==> src/rtl/retire_trace_v.sv <==
// Retirement trace buffer: captures one record per valid retired instruction into a
// show-ahead FIFO and keeps run-time performance counters until HALT retires.
module retire_trace_v #(
   parameter int unsigned DEPTH      = 16,
   parameter int unsigned AW         = 4,
   parameter int unsigned CNT_W      = 32,
   parameter logic [31:0] HALT_INSTR = 32'h00000073
) (
   input  logic             clk,
   input  logic             reset,
   input  logic             enable,
   input  logic             clear,
   input  logic             wb_isValid,
   input  logic [31:0]      wb_pc,
   input  logic [31:0]      wb_instr,
   input  logic [4:0]       wb_rd,
   input  logic             wb_reg_write,
   input  logic [31:0]      wb_data,
   input  logic             stall_in,
   input  logic             flush_in,
   input  logic             rd_en,
   output logic             rd_valid,
   output logic [31:0]      rd_pc,
   output logic [31:0]      rd_instr,
   output logic [4:0]       rd_rd,
   output logic             rd_we,
   output logic [31:0]      rd_data,
   output logic [AW:0]      level,
   output logic             full,
   output logic             overflow,
   output logic             halted,
   output logic [CNT_W-1:0] cycle_cnt,
   output logic [CNT_W-1:0] retire_cnt,
   output logic [CNT_W-1:0] stall_cnt,
   output logic [CNT_W-1:0] flush_cnt,
   output logic [CNT_W-1:0] drop_cnt
);

   typedef enum logic [1:0] {S_IDLE, S_RUN, S_HALTED} state_t;

   typedef struct packed {
      logic [31:0] pc;
      logic [31:0] instr;
      logic [4:0]  rd;
      logic        we;
      logic [31:0] data;
   } rec_t;

   state_t           state_q;
   rec_t             mem_q [DEPTH];
   logic [AW-1:0]    wptr_q, rptr_q;
   logic [AW:0]      level_q, level_d;
   logic             overflow_q;
   logic [CNT_W-1:0] cycle_q, retire_q, stall_q, flush_q, drop_q;

   logic run, push_req, pop, full_w, push_ok, drop, halt_hit;
   rec_t head;

   function automatic logic [CNT_W-1:0] sat_inc(input logic [CNT_W-1:0] v, input logic en);
      return (en && (v != '1)) ? v + CNT_W'(1) : v;
   endfunction

   // A full FIFO still accepts a push when the head is popped in the same cycle.
   always_comb begin
      run      = (state_q == S_RUN);
      push_req = run & wb_isValid;
      halt_hit = push_req & (wb_instr == HALT_INSTR);
      full_w   = (level_q == (AW+1)'(DEPTH));
      pop      = rd_en & (level_q != '0);
      push_ok  = push_req & (~full_w | pop);
      drop     = push_req & full_w & ~pop;
      level_d  = level_q;
      case ({push_ok, pop})
         2'b10:   level_d = level_q + 1'b1;
         2'b01:   level_d = level_q - 1'b1;
         default: level_d = level_q;
      endcase
   end

   always_ff @(posedge clk) begin
      if (reset || clear) begin
         state_q    <= S_IDLE;
         wptr_q     <= '0;
         rptr_q     <= '0;
         level_q    <= '0;
         overflow_q <= 1'b0;
         cycle_q    <= '0;
         retire_q   <= '0;
         stall_q    <= '0;
         flush_q    <= '0;
         drop_q     <= '0;
      end else begin
         case (state_q)
            S_IDLE:  if (enable) state_q <= S_RUN;
            S_RUN: begin
               if (halt_hit)     state_q <= S_HALTED;
               else if (!enable) state_q <= S_IDLE;
            end
            default: state_q <= state_q;
         endcase
         if (push_ok) wptr_q <= wptr_q + 1'b1;
         if (pop)     rptr_q <= rptr_q + 1'b1;
         level_q <= level_d;
         if (drop) overflow_q <= 1'b1;
         cycle_q  <= sat_inc(cycle_q,  run);
         retire_q <= sat_inc(retire_q, push_ok);
         stall_q  <= sat_inc(stall_q,  run & stall_in);
         flush_q  <= sat_inc(flush_q,  run & flush_in);
         drop_q   <= sat_inc(drop_q,   drop);
      end
   end

   // Storage needs no reset: stale entries are masked by rd_valid.
   always_ff @(posedge clk) begin
      if (push_ok && !(reset || clear))
         mem_q[wptr_q] <= '{pc: wb_pc, instr: wb_instr, rd: wb_rd, we: wb_reg_write, data: wb_data};
   end

   always_comb begin
      head     = mem_q[rptr_q];
      rd_valid = (level_q != '0);
      {rd_pc, rd_instr, rd_rd, rd_we, rd_data} = rd_valid ? head : '0;
      level      = level_q;
      full       = full_w;
      overflow   = overflow_q;
      halted     = (state_q == S_HALTED);
      cycle_cnt  = cycle_q;
      retire_cnt = retire_q;
      stall_cnt  = stall_q;
      flush_cnt  = flush_q;
      drop_cnt   = drop_q;
   end

endmodule
==> config.mk <==
export PLATFORM = sky130hd
export DESIGN_NAME = retire_trace_v
export DESIGN_NICKNAME = d
export VERILOG_FILES = /design/src/rtl/retire_trace_v.sv
export SDC_FILE = /design/constraint.sdc
export NUM_CORES = 2
export LEC_CHECK = 0
export CAP_MARGIN = 20
export CELL_PAD_IN_SITES_DETAIL_PLACEMENT = 0
export CELL_PAD_IN_SITES_GLOBAL_PLACEMENT = 1
export CORE_ASPECT_RATIO = 1.75
export CORE_MARGIN = 5
export CORE_UTILIZATION = 45
export CTS_BUF_LIST = sky130_fd_sc_hd__clkbuf_8 sky130_fd_sc_hd__clkbuf_16
export DETAILED_ROUTE_END_ITERATION = 8
export GPL_TIMING_DRIVEN = 0
export HOLD_SLACK_MARGIN = 0.06
export PLACE_DENSITY_LB_ADDON = 0.1
export SLEW_MARGIN = 0
export SYNTH_ARGS = -nofsm -noshare
export SYNTH_HDL_FRONTEND = slang
export SYNTH_SLANG_ARGS = --single-unit
export TNS_END_PERCENT = 5
==> constraint.sdc <==
create_clock -name clk -period 18.5 [get_ports clk]
set_input_delay 3.7 -clock clk [delete_from_list [all_inputs] [get_ports clk]]
set_output_delay 3.7 -clock clk [all_outputs]
set_load 0.02 [all_outputs]
======== Word level (Yosys, flattened, before mapping) ========
Memory sizes are Yosys's and may differ from the RTL's. A register that Yosys moved wholly into a read port is not among the register bits.
Cells that the tools add are included.
storage, ports and cells
  bits in registers ....................... 176
  output and inout port bits .............. 271
  logic and storage cells ................. 67
  memory bits (writable) .................. 1632
  input bits .............................. 110
  memories kept ........................... 1
memories
  memory  depth  bits a word  read ports  clocked after memory_dff  wr ports  RTL line  source
  mem_q   16     102          1           1                         1         50        rec_t mem_q [DEPTH];
operators by class
  bitwise operators ....................... 11
  muxes and demuxes ....................... 10
  equality and inequality tests ........... 13
  add/sub/neg operators ................... 9
  reduce and logical (&&, ||, !) cells .... 13
operators with widths
  cell                                                                      count
  32-bit by 1-bit adder with 32-bit output (second input constant)          5
  32-bit inequality test (second input constant)                            5
  102-bit 2-to-1 mux                                                        1
  32-bit by 7-bit equality test with 1-bit output (second input constant)   1
  5-bit one-hot mux with 2 select lines                                     1
  4-bit by 1-bit adder with 4-bit output (second input constant)            2
  1-bit AND                                                                 8
  4-bit 2-to-1 mux                                                          2
  1-bit logical AND                                                         6
  2-bit 2-to-1 mux                                                          3
  5-bit by 1-bit adder with 5-bit output (second input constant)            1
  5-bit equality test (second input constant)                               1
  5-bit nonzero test                                                        1
  5-bit by 1-bit subtractor with 5-bit output (second input constant)       1
  2-bit by 1-bit equality test with 1-bit output (second input constant)    2
  2-bit equality test (second input constant)                               2
  2-bit one-hot mux with 2 select lines                                     1
  2-bit nonzero test                                                        2
  3-bit by 2-bit inequality test with 1-bit output (second input constant)  1
  3-bit AND reduction                                                       1
  2-bit logical NOT                                                         1
  1-bit 2-to-1 mux                                                          2
  2-bit inequality test (second input constant)                             1
  1-bit NOT                                                                 2
  3 further kinds                                                           3

======== Depth between registers and ports, before layout ========
  depth in word-level cells ............... 7
  depth in mapped cells ................... 11
  depth with buffers taken out ............ 9

======== Worst setup path before layout ========
OpenSTA, ideal clock, no wires.
  path kind ............................... in2reg
  start point ............................. in rd_en
  end point ............................... mem mem_q[3][0] (netlist bit), enable pin
  arrival time ............................ 11830 ps
  path buffers ............................ 2
  required time ........................... 17813 ps
  setup time .............................. 687 ps
  path slack .............................. 5982 ps
  stages .................................. 6
  path through ............................ clkbuf_1 > nor2b_1 > a21oi_1 > clkbuf_1 > nand3_1 > nor3_1
between the ends
  word-level cells in the longest chain between the ends .. 6
RTL lines
  what                                    RTL line  source
  start: declaration                      21        input logic rd_en,
  1-bit AND                               69        pop = rd_en & (level_q != '0);
  1-bit bitwise OR                        70        push_ok = push_req & (~full_w | pop);
  1-bit AND                               70
  1-bit logical AND                       115       if (push_ok && !(reset || clear))
  1-bit 2-to-1 mux                        115
  1-bit 2-to-1 mux (not written as such)  116       mem_q[wptr_q] <= '{pc: wb_pc, instr: wb_instr, rd: wb_rd, we: wb_reg_write, data: wb_data};
  end: declaration                        50
Every way passes these cells.

==> run summary <==
The flip-flop cell with the highest count after synthesis is sky130_fd_sc_hd__edfxtp_1. The tools report the wire length of the first global-routing pass as 275400 um. Summed over all nets, the half-perimeter wirelength after detailed placement is 131400 um. After clock tree synthesis, the flow added hold-fix buffers numbering 0. The register bit total from synthesis is 1812. The worst hold path belongs to the class reg2reg. The final count of negative-setup-slack endpoints is 0.

Across the run, the number of max-cap violations was 0. Synthesis handed over a netlist of 3493 instances. The share of synthesized area in the top cell type comes to 69.26%. The top achievable clock speed was 0.1112 GHz; the global route total overflow was 0.

After detailed routing, the average wire length per cell comes to 30.24 um. For the final database, setup skew stands at 0.05981 ns. The switching power total is 1.669 mW, and the layout overhead on the synthesized area is 20.89%. Dividing the synthesized area by the synthesized cell count gives 20.26 um^2. Net switching is 20.48% of the power. The clock tree synthesis step divided the H-tree into 4 levels. In this run, synthesis inferred 1632 flip-flops with an integrated enable.

Max-slew headroom at the worst pin: 25.07%. The number of cell rows is 192, and the overall fraction of global-route tracks in use is 23.07%. The placed instance count came out at 6066.

After synthesis, the cell types taking the most area are sky130_fd_sc_hd__edfxtp_1, sky130_fd_sc_hd__mux4_2, sky130_fd_sc_hd__dfxtp_1, sky130_fd_sc_hd__and2_1, sky130_fd_sc_hd__a21oi_1. The total number of nets in the final design was 4341; the number of library cell types mapped by synthesis was 61. The chip width is 309.8 um.

For this run, asynchronously set or reset flops after synthesis account for 0%. Hold violation total from the final report: 0. The tools report the hold slack as 0.4693 ns. The worst endpoint required time is 14.80 ns. The number of violations reported at the end of detailed-routing iteration 0 is 3473, and the buffer count from post-CTS setup fixing is 0. The worst setup path is captured at a primary output. The post-route netlist has 22.74% of its cells at a drive strength greater than 1. Along the worst path, the maximum fanout reaches 10. During synthesis, Yosys emitted a total of 0 warnings.

TritonCTS built the clock tree. For the part of the power in registers, the log shows 54.7%. The internal power of the cells totals 6.479 mW. Of the total power, the clock network draws 42.5%. The count of nets left with antenna violations once routing finished came out at 0. The tools report the area of the die as 165600 um^2. The shortest period the worst path allows is 8.995 ns, and the number of clock sinks seen by CTS is 1812.

The cell area power density is 95.24 nW/um^2. Input and output buffers added on the ports amount to 379. The commonest cells after synthesis are sky130_fd_sc_hd__edfxtp_1, sky130_fd_sc_hd__mux4_2, sky130_fd_sc_hd__dfxtp_1. For the worst-skew pair, the clock arrives at the later sink with an insertion delay of 0.81 ns.

The placer congestion estimate was 0.8345; the register area share after synthesis was 74.35%. Ratio of final minimum period to clock period: 48.62%. After clock tree synthesis, the repair step resized 0 gates. Measured slew at the worst slew-check pin: 1.109 ns. Startpoint type of the worst setup path: a flip-flop. The biggest area contributor in the post-synthesis netlist is sky130_fd_sc_hd__edfxtp_1. The count of cells in the finished layout, fillers not included, comes to 6396.

381 I/O pins were placed. For this run, design rule violations remaining after detail routing come to 0. After clock tree synthesis, the clock-pin slew on the worst setup and hold paths is 0.07 ns. The initial antenna violation count is 30, and the largest net degree at the start of global routing is 22. In this run the deepest clock path goes through 4 buffers. For the via count of the routed design, the log shows 37623. The most common cell in the synthesized netlist is sky130_fd_sc_hd__edfxtp_1. For this run, the detailed router's first-pass iteration total came to 5. The tools report the total CTS buffers as 172. For the number of nets produced by synthesis, the log shows 3615.

The core area was 156400 um^2; the vertical extent of the die was 534.6 um. IR analysis of the VDD net gives a maximum drop of 80.02 uV. After detailed routing, the total wire length is 193400 um. The flow ran to the end, and the final reports show no timing, DRC or antenna violations. The leakage power is 25.77 nW. Setup repair after global routing left no endpoint under its margin. For the number of global-route vias before repair, the log shows 38480. The tools report the root buffer selected by CTS as sky130_fd_sc_hd__clkbuf_16. In the routed layout, each cell is associated on average with a via count of 5.882.

For the worst setup path, the data arrival time is 5.29 ns. For the area of the mapped netlist, the log shows 70760 um^2. The logic gate share of total power was 2.8%. The worst setup path is of the reg2out kind. For the max-slew violation total from the final report, the log shows 0. The starting density of the core was 45.24%.
sequential cells by signal, indices dropped and copies added (netlist names), 5 cells and up, named ones only:
name	flops
flush_cnt	32
stall_cnt	32
level	5
cycle_cnt	32
retire_cnt	32
drop_cnt	32
mem_q	1632
worst paths after layout:
check | slack (ns) | cells past startpoint | start | to
hold / removal | 0.47 | 2 | overflow$_SDFFE_PP0P_ | overflow$_SDFFE_PP0P_
setup / recovery | 9.51 | 8 | flip-flop | rd_instr[11]
setup reg to reg | 13.84 | 11 | state_q[0]$_SDFFE_PP0P_ | mem_q[3][8]$_DFFE_PP_
hold reg to reg | 0.47 | 2 | overflow$_SDFFE_PP0P_ | overflow$_SDFFE_PP0P_
layer usage:
layer,GRT usage (%),vias to the layer above,routed length [um],part of all wire (%)
met5,0,-,191,0.099
li1,-,16053,-,-
met3,4.426,285,12950,6.7
met2,40.89,1228,100900,52
met1,29.41,20029,74150,38
met4,6.026,28,5205,2.7
kinds of logic after synthesis:
group                    count (synthesis)  synth area share (%)
AO/OA/AOI/OAI                          271                 2.304
XOR/XNOR                                37                0.4580
adder cells (fa/ha/maj)                 12                0.2122
buffers and inverters                  211                 1.179
flip-flops                            1812                 74.35
multiplexers                           527                 16.47
AND/OR/NAND/NOR                        623                 5.020
cell type report:
class,instances,area (um^2)
fillers,12199,70850
flip-flops and latches,1812,52610
multi-input cells,1470,17430
repair buffers,552,6665
clock buffers,179,4446
well taps,2037,2549
clock inverters,125,979.7
plain buffers,180,720.7
inverters,31,116.4
diodes,10,25.02
placed cells by master (no fill, tap or decap), drive strengths merged, types with 82 or more instances in the layout:
cell           synthesis  layout
clkdlybuf4s50          0     379
dfxtp                180     180
buf                   54     227
and2                 106     106
a21oi                108     108
edfxtp              1632    1632
or3                   82      82
nand2                112     112
mux4                 510     510
clkbuf               126     305
power groups by stage:
stage	sequential [mW]	combinational (mW)	clock, mW
after floorplan	4.55	0.0840	0
after global placement	4.55	0.220	0
after detailed placement	4.55	0.230	0
after CTS	4.46	0.230	3.54
after global routing	4.45	0.244	3.70
final	4.46	0.228	3.46
worst max-delay path, cell delays in order (launching register included):
cell,delay (ns)
sky130_fd_sc_hd__dfxtp_1,0.40
sky130_fd_sc_hd__clkbuf_1,0.84
sky130_fd_sc_hd__clkbuf_1,0.55
sky130_fd_sc_hd__buf_8,0.24
sky130_fd_sc_hd__clkbuf_1,0.72
sky130_fd_sc_hd__mux4_2,0.43
sky130_fd_sc_hd__mux4_2,0.52
sky130_fd_sc_hd__and2_1,0.17
sky130_fd_sc_hd__clkdlybuf4s50_1,0.60
stage by stage:
| step | TNS, ns | power [mW] | instance area [um^2] | setup slack (ns) | util [%] |
|---|---|---|---|---|---|
| 6_report | 0 | 8.147 | 85540 | 9.505 | 54.70 |
| 4_1_cts | 0 | 8.225 | 85300 | 9.363 | 54.55 |
| 3_3_place_gp | -2090.80 | 4.767 | 77100 | -5.278 | 49.30 |
| 5_1_grt | 0 | 8.398 | 85520 | 9.369 | 54.68 |
| 2_1_floorplan | 0 | 4.631 | 70760 | 5.982 | - |
| 3_5_place_dp | 0 | 4.776 | 79880 | 10.25 | 51.08 |
(Power assumes the default switching activity.)
